--- config.mk ---
export PLATFORM = sky130hd
export DESIGN_NAME = parity_encoder
export DESIGN_NICKNAME = d
export VERILOG_FILES = /design/src/rtl/parity_encoder.sv
export SDC_FILE = /design/constraint.sdc
export NUM_CORES = 1
export LEC_CHECK = 0
export ABC_AREA = 0
export CORE_UTILIZATION = 48
export CTS_CLUSTER_DIAMETER = 60
export DETAILED_ROUTE_END_ITERATION = 8
export PLACE_DENSITY = 0.78
export SYNTH_ARGS = -nofsm -noshare
export SYNTH_HDL_FRONTEND = slang
export SYNTH_SLANG_ARGS = --single-unit
--- constraint.sdc ---
create_clock -name clk -period 1.9 [get_ports clk]
set_input_delay 0.19 -clock clk [delete_from_list [all_inputs] [get_ports clk]]
set_output_delay 0.19 -clock clk [all_outputs]
set_load 0.1 [all_outputs]
--- src/rtl/parity_encoder.sv ---
`timescale 1ns/1ps
// Two-entry skid buffer that stores even parity with each byte/instruction word; PARITY_ERR_INJECT_EN adds one-shot parity corruption.
// Latency: a word accepted on an edge is presented with out_valid on the following cycle.
// Backpressure: in_ready is registered state only; it drops when both the output and skid registers are full.
module parity_encoder #(
    parameter int COUNT_WIDTH = 8
) (
    input  logic                   clk,
    input  logic                   rst,
    input  logic                   enable_parity,
    input  logic                   in_valid,
    output logic                   in_ready,
    input  logic [7:0]             data_in,
    input  logic [15:0]            instruction_in,
    output logic                   out_valid,
    input  logic                   out_ready,
    output logic [7:0]             data_out,
    output logic                   data_parity,
    output logic [15:0]            instruction_out,
    output logic                   instruction_parity,
    output logic [COUNT_WIDTH-1:0] word_count,
    input  logic                   inject_data,
    input  logic                   inject_instr,
    output logic [COUNT_WIDTH-1:0] inject_count
);

    typedef struct packed {
        logic [7:0]  dat;
        logic        dat_par;
        logic [15:0] instr;
        logic        instr_par;
        logic        corrupt;
    } word_t;

    typedef enum logic [1:0] {EMPTY, ONE, TWO} state_t;

    state_t state, state_nxt;
    word_t  out_q, skid_q, in_word;
    logic   load_out_in, load_out_skid, load_skid;
    logic   in_xfer, out_xfer;
    logic   inj_data, inj_instr;

    assign in_ready  = (state != TWO);
    assign out_valid = (state != EMPTY);
    assign in_xfer   = in_valid & in_ready;
    assign out_xfer  = out_valid & out_ready;

`ifdef PARITY_ERR_INJECT_EN
    logic                   arm_data_q, arm_instr_q;
    logic [COUNT_WIDTH-1:0] inject_count_q;

    // A pulse coinciding with acceptance corrupts that word directly.
    assign inj_data  = arm_data_q | inject_data;
    assign inj_instr = arm_instr_q | inject_instr;

    always_ff @(posedge clk) begin
        if (!rst) begin
            arm_data_q     <= 1'b0;
            arm_instr_q    <= 1'b0;
            inject_count_q <= '0;
        end else begin
            if (in_xfer) begin
                arm_data_q  <= 1'b0;
                arm_instr_q <= 1'b0;
            end else begin
                arm_data_q  <= inj_data;
                arm_instr_q <= inj_instr;
            end
            if (out_xfer && out_q.corrupt && (inject_count_q != '1))
                inject_count_q <= inject_count_q + 1'b1;
        end
    end

    assign inject_count = inject_count_q;
`else
    assign inj_data     = 1'b0;
    assign inj_instr    = 1'b0;
    assign inject_count = '0;

    wire unused_inject = &{1'b0, inject_data, inject_instr, out_q.corrupt};
`endif

    always_comb begin
        in_word.dat       = data_in;
        in_word.dat_par   = (enable_parity & (^data_in)) ^ inj_data;
        in_word.instr     = instruction_in;
        in_word.instr_par = (enable_parity & (^instruction_in)) ^ inj_instr;
        in_word.corrupt   = inj_data | inj_instr;
    end

    always_comb begin
        state_nxt     = state;
        load_out_in   = 1'b0;
        load_out_skid = 1'b0;
        load_skid     = 1'b0;
        case (state)
            EMPTY: begin
                if (in_xfer) begin
                    state_nxt   = ONE;
                    load_out_in = 1'b1;
                end
            end
            ONE: begin
                case ({in_xfer, out_xfer})
                    2'b10: begin
                        state_nxt = TWO;
                        load_skid = 1'b1;
                    end
                    2'b01:   state_nxt   = EMPTY;
                    2'b11:   load_out_in = 1'b1;
                    default: state_nxt   = ONE;
                endcase
            end
            TWO: begin
                if (out_xfer) begin
                    state_nxt     = ONE;
                    load_out_skid = 1'b1;
                end
            end
            default: state_nxt = EMPTY;
        endcase
    end

    always_ff @(posedge clk) begin
        if (!rst) begin
            state  <= EMPTY;
            out_q  <= '0;
            skid_q <= '0;
        end else begin
            state <= state_nxt;
            if (load_out_in)
                out_q <= in_word;
            else if (load_out_skid)
                out_q <= skid_q;
            if (load_skid)
                skid_q <= in_word;
        end
    end

    always_ff @(posedge clk) begin
        if (!rst)
            word_count <= '0;
        else if (out_xfer && (word_count != '1))
            word_count <= word_count + 1'b1;
    end

    assign data_out           = out_q.dat;
    assign data_parity        = out_q.dat_par;
    assign instruction_out    = out_q.instr;
    assign instruction_parity = out_q.instr_par;

endmodule

==> results of run 1 <==
## synth_stat cells, drive strengths merged, types with 3 or more instances
master | instances | area [sq um]
nand3 | 7 | 35.03
xnor2 | 23 | 201.4
mux2i | 26 | 260.3
xor2 | 4 | 35.03
nor2 | 36 | 135.1
nor3 | 3 | 15.01
clkbuf | 12 | 45.04
nand2 | 54 | 202.7
dfxtp | 62 | 1241
buf | 15 | 102.6
a211oi | 25 | 187.7
a21oi | 30 | 150.1
## layout by cell type (no fill, tap or decap)
master / netlist / layout
or3_1: 2 / 2
a21oi_1: 30 / 30
nand4_1: 1 / 1
mux2_2: 1 / 1
conb_1: 1 / 8
ha_1: 1 / 1
mux2i_1: 26 / 26
clkinv_2: 0 / 1
clkbuf_1: 12 / 3
o21ai_0: 2 / 2
dfxtp_2: 0 / 8
nand3_1: 7 / 7
inv_1: 1 / 1
o31ai_1: 2 / 2
nand2b_1: 2 / 2
o211ai_2: 1 / 1
buf_12: 0 / 3
a211oi_1: 25 / 25
xor2_1: 4 / 4
clkbuf_8: 0 / 11
clkdlybuf4s50_1: 0 / 28
dfxtp_1: 62 / 54
nand2_1: 54 / 54
nor2_1: 36 / 36
nor2b_1: 2 / 2
o22a_1: 1 / 1
nand3b_1: 1 / 1
buf_4: 11 / 41
xnor2_1: 23 / 23
nor3_1: 3 / 3
or2_2: 1 / 1
and2_1: 1 / 1
clkinv_1: 1 / 1
## stage by stage
step	util, %	power, mW
6_report	64.49	3.368
5_1_grt	64.49	3.526
4_1_cts	64.49	3.404
3_5_place_dp	61.44	2.402
3_3_place_gp	61.44	2.386
2_1_floorplan	-	2.176
## routing by layer
layer | part of all wire, % | up-vias | GRT usage [%] | wire (microns)
li1 | - | 1191 | - | -
met1 | 46 | 1131 | 27.17 | 2809
met2 | 46 | 77 | 31.68 | 2818
met3 | 7.5 | 5 | 8.706 | 460
met4 | 0.78 | 0 | 6.226 | 48
met5 | 0 | - | 0 | 0
## where the power goes
part	leakage (nW)	switching [mW]	total, mW	internal, mW
sequential	0.511	0.0427	1.41	1.37
clock	0.0865	0.458	0.996	0.537
combinational	0.907	0.693	0.959	0.266
total	1.50	1.19	3.37	2.17
## sequential cells by signal, indices dropped and copies added, names as in the netlist
name                cells
instruction_out        16
data_parity             1
skid_q                 26
data_out                8
state                   2
instruction_parity      1
word_count              8
## worst paths after layout
| path | to | depth (start not counted) | from | slack [ns] |
|---|---|---|---|---|
| setup reg to reg | word_count[7] | 6 | word_count[0] | 0.37 |
| setup / recovery | word_count[7] | 6 | word_count[0] | 0.37 |
| hold reg to reg | skid_q[15] | 2 | skid_q[15] | 0.45 |
| hold / removal | skid_q[15] | 2 | skid_q[15] | 0.45 |
## logic make-up after synthesis
group	Yosys count
AOI/OAI and AO/OA	61
adders and majority gates	1
DFF	62
other	1
xor gates and xnor gates	27
buffers and inverters	29
muxes	27
and+or+nand+nor	110
## layout make-up
cell class | instances | area share, %
sequential | 62 | 35.24
tap | 72 | 2.537
inverter | 2 | 0.2114
clock inverter | 1 | 0.1409
multi-input combinational | 234 | 39.04
clock buffer | 14 | 4.581
timing repair buffer | 72 | 18.25
## worst min-delay path, stage by stage, from the launching register on
cell     delay, ns
dfxtp_1       0.31
nand2_1       0.05
a21oi_1       0.05
==> impl_metrics.py, run 1 <==
metrics = {
    "routing": {
        "drc": 0,
        "drtAntennaViolNets": 0,
        "vias_per_cell": 5.260,
        "drt-total-wl_microns": 6137,
        "vias": 2404,
        "drt-pass1-iter-count": 4,
        "drt_iter0_drc": 113,
        "wl_per_cell_microns": 13.43,
    },
    "synthesis": {
        "ys.flop_type": "dfxtp_1",
        "yosys_warnings": 0,
        "synth_compound_area_share_pct": 13.94,
        "synth.avg_cell_area_sq_um": 8.668,
        "synth-xor-area-share_pct": 8.579,
        "synth_fa_ha_area_share_pct": 0.4539,
        "synth_edf_count": 0,
        "synth_top_family_by_area": "simple AND/OR/NAND/NOR gates",
        "ys_ff_latch": 62,
        "syn-cell-area_sq_um": 2756,
        "synth_cell_types": 29,
        "synth-simple-area-share_pct": 16.39,
        "synth-seq-area-share_pct": 45.03,
        "async_flop_share_pct": 0,
        "synth_mux_area_share_pct": 9.850,
        "synth_cells": 318,
    },
    "setup_path": {
        "start_kind": "register",
        "worstPathRequired_ns": 2.12,
        "worst-setup-path-type": "register to register",
        "cpMaxStageDelayCell": "o211ai_2",
        "cp_cell_sequence": "ha_1 > nand3_1 > o211ai_2 > nor3_1 > xnor2_1 > nor2_1",
        "arrival_ns": 1.75,
        "cp_top_family": "compound AO/OA/AOI/OAI gates",
        "end_kind": "register",
        "crit_buf_inv": 0,
        "cpPeakStageDelay_ns": 0.37,
        "crit_path_max_fanout": 10,
    },
    "place": {
        "place_inst": 442,
        "dpl_cell_area_sq_um": 3383,
        "port_buffers": 64,
        "hpwl_microns": 4132,
        "place_ws_ns": 0.1485,
        "gp_congestion": 0.7862,
    },
    "cts": {
        "path_clk_slew_ns": 0.06,
        "root_buffer": "clkbuf_8",
        "htree_levels": 3,
        "insertion_delay_ns": 0.33,
        "cts_resized": 0,
        "cts.sinks": 62,
        "hold_buffers": 0,
        "clock_path_buffers": 2,
        "numCtsBuffers": 9,
        "cts_tree": "done",
        "cts_setup_buffers": 0,
    },
    "sta": {
        "period_share_pct": 80.75,
        "holdWs_ns": 0.4529,
        "skew_ns": 0.004480,
        "hold_viol_final": 0,
        "tns_ns": 0,
        "setup_ws_ns": 0.3658,
        "min_period_ns": 1.534,
        "slew_viol_final": 0,
        "max_freq_mhz": 651.8,
        "finalSetupViolations": 0,
        "rsz0062_at_grt": "false",
    },
    "layout": {
        "area_delta_synth_final_pct": 28.82,
        "layout-drive-gt1-share_pct": 17.40,
        "diodes": 0,
        "stdcell_area_sq_um": 3551,
        "layout.cells.non_filler": 457,
        "regArea_sq_um": 1251,
        "nNetsFinal": 413,
        "fill_cells": 491,
        "multi_input_area_sq_um": 1386,
    },
    "die": {
        "start_util_pct": 50.06,
        "die_h_microns": 77.78,
        "core_sq_um": 5507,
        "rows": 27,
        "die_w_microns": 77.78,
        "io_pins": 75,
        "die-area_sq_um": 6050,
    },
    "global_route": {
        "grt_pass1_wl_microns": 9839,
        "grt_pass1_vias": 2086,
        "grt_antenna_before_repair": 0,
        "grt_use_total_pct": 20.99,
        "grt_max_degree": 53,
        "grt_overflow": 0,
    },
    "power_and_ir_drop": {
        "power_leakage_nw": 1.505,
        "peakVddDrop_mv": 0.5251,
        "p_per_area_nw_per_um2": 948.6,
    },
    "outcome": {
        "outcome": "complete, no violations",
    },
    "run": {
        "cap_viol_max_count": 0,
    },
    "min_path": {
        "hold_path.class": "register to register",
    },
}
Power figures use the tool's default switching activity.
==> inputs of run 2 (changes only) <==
clock period = 1.5 ns   (was 1.9 ns; I/O delays follow)
==> run 2 against run 1 <==
Sequential power increased by 28%. Hold slack improved by 0.0029 ns. Combinational power rose by 51%. Critical endpoint is now word_count[1]. Final cell count increased by 6.3%.
==> impl_metrics.py, run 2 (synthesis gave the netlist of run 1 again) <==
metrics = {
    "place": {
        "hpwl_microns": 4537,
        "dpl_cell_area_sq_um": 4093,
        "gp_congestion": 0.7567,
        "port_buffers": 64,
    },
    "setup_path": {
        "cpPeakStageDelay_ns": 0.38,
        "start_kind": "register",
        "r2r-end": "word_count[1]",
        "reg2regPathDepth": 5,
        "crit_path_max_fanout": 5,
        "r2r-start": "word_count[5]",
        "worst-setup-path-type": "register to register",
        "cp_cell_sequence": "nand4_1 > o211ai_4 > buf_4 > mux2i_1 > nor2_1",
        "r2r_setup_slack_ns": 0.09,
        "arrival_ns": 1.62,
        "cpMaxStageDelayCell": "dfxtp_4",
        "worstPathRequired_ns": 1.71,
        "end_kind": "register",
    },
    "layout": {
        "multi_input_area_sq_um": 1435,
        "regArea_sq_um": 1271,
        "largest_reg_flops": 26,
        "layout-drive-gt1-share_pct": 24.88,
        "diodes": 0,
        "area_delta_synth_final_pct": 55.83,
        "largest-register": "skid_q",
        "nNetsFinal": 442,
        "stdcell_area_sq_um": 4295,
        "final_common_cell": "dfxtp_1",
        "fill_cells": 350,
        "final_cell_mix": "54 x dfxtp_1, 53 x nand2_1, 39 x buf_12",
    },
    "min_path": {
        "holdPathEnd": "skid_q[9]",
        "hold_path.class": "input port to register",
        "hp-start": "instruction_in[7]",
        "whs_path_depth": 3,
    },
    "die": {
        "die-area_sq_um": 6050,
        "rows": 27,
        "io_pins": 75,
        "core_sq_um": 5507,
        "die_w_microns": 77.78,
        "start_util_pct": 50.06,
        "die_h_microns": 77.78,
    },
    "sta": {
        "slew_viol_final": 0,
        "hold_viol_final": 0,
        "period_share_pct": 94.14,
        "max_freq_mhz": 708.2,
        "min_period_ns": 1.412,
        "skew_ns": 0.006786,
        "rsz0062_at_grt": "false",
        "finalSetupViolations": 0,
    },
    "run": {
        "cap_viol_max_count": 0,
    },
    "global_route": {
        "grt_antenna_before_repair": 0,
        "grt_pass1_wl_microns": 10870,
        "grt_use_total_pct": 22.95,
        "grt_max_degree": 37,
        "grt_pass1_vias": 2407,
        "grt_overflow": 0,
    },
    "cts": {
        "root_buffer": "clkbuf_8",
        "clock_path_buffers": 2,
        "cts.sinks": 62,
        "insertion_delay_ns": 0.33,
        "cts_resized": 0,
        "htree_levels": 3,
        "path_clk_slew_ns": 0.07,
        "cts_tree": "done",
        "numCtsBuffers": 9,
    },
    "routing": {
        "drt-total-wl_microns": 6507,
        "drt_iter0_drc": 126,
        "wl_per_cell_microns": 13.39,
        "drc": 0,
        "vias": 2484,
        "drt-pass1-iter-count": 5,
        "drtAntennaViolNets": 0,
        "vias_per_cell": 5.111,
    },
    "power_and_ir_drop": {
        "p_per_area_nw_per_um2": 1072,
        "peakVddDrop_mv": 0.7358,
        "power_leakage_nw": 1.784,
        "power.total_mw": 4.605,
    },
    "outcome": {
        "outcome": "complete, no violations",
    },
}
[run 2: cell count changes in the layout (fill, tap and decap cells not counted), sizes merged]
cell    delta
o211ai     +1
clkbuf     -3
clkinv     +3
buf       +28
[run 2: cell type report]
type / instances / area share (%)
Clock inverter: 4 / 0.4661
Timing Repair Buffer: 100 / 30.47
Multi-Input combinational cell: 235 / 33.41
Tap cell: 72 / 2.097
Inverter: 2 / 0.1748
Sequential cell: 62 / 29.60
Clock buffer: 11 / 3.787
[run 2: what timing repair did]
item	4_1_cts	5_1_grt
endpoints found under the setup margin	0	2
hold endpoints to repair	0	0
hold buffers	0	0
buffers inserted	0	1
[run 2: worst max-delay path: cells and delay by family, from the launching register on]
| family | cells | cell delay, ns |
|---|---|---|
| AOI/OAI and AO/OA | 1 | 0.31 |
| buffers and inverters | 1 | 0.17 |
| and+or+nand+nor | 2 | 0.26 |
| muxes | 1 | 0.17 |
| DFF | 1 | 0.38 |
[run 2: layer usage]
layer	track usage [%]	wire length, microns	part of all wire [%]	up-vias
met5	0	0	0	-
met3	6.588	331	5.1	5
met2	39.65	3248	50	69
met4	8.491	81	1.2	0
li1	-	-	-	1250
met1	26.80	2845	44	1160
[run 2: how the worst max path moves through the flow]
stage / startpoint / cells past startpoint / end
detailed placement: instruction_in[4] / 6 / skid_q[1]
global placement: instruction_in[9] / 6 / instruction_parity
global route: state[1] / 4 / instruction_out[1]
finish: word_count[5] / 5 / word_count[1]
CTS: word_count[1] / 6 / word_count[1]
floorplan: word_count[1] / 6 / word_count[5]
[run 2: stage by stage]
stage	instances	util [%]	TNS, ns	hold slack [ns]	worst slack (ns)
floorplan	325	-	-0.1234	0.2823	-0.03852
global placement	469	74.32	-2.638	0.4412	-0.08888
detailed placement	469	74.32	-5.084	0.4473	-0.1937
CTS	484	77.64	0	0.4416	0.03214
global route	486	78.01	0	0.4585	0.001372
finish	486	78.01	0	0.4558	0.08790
[run 2: where the power goes]
part	leakage, nW	switching (mW)	internal, mW
Combinational	1.17	0.893	0.555
Clock	0.0999	0.618	0.724
Sequential	0.513	0.0899	1.72
Total	1.78	1.60	3.00
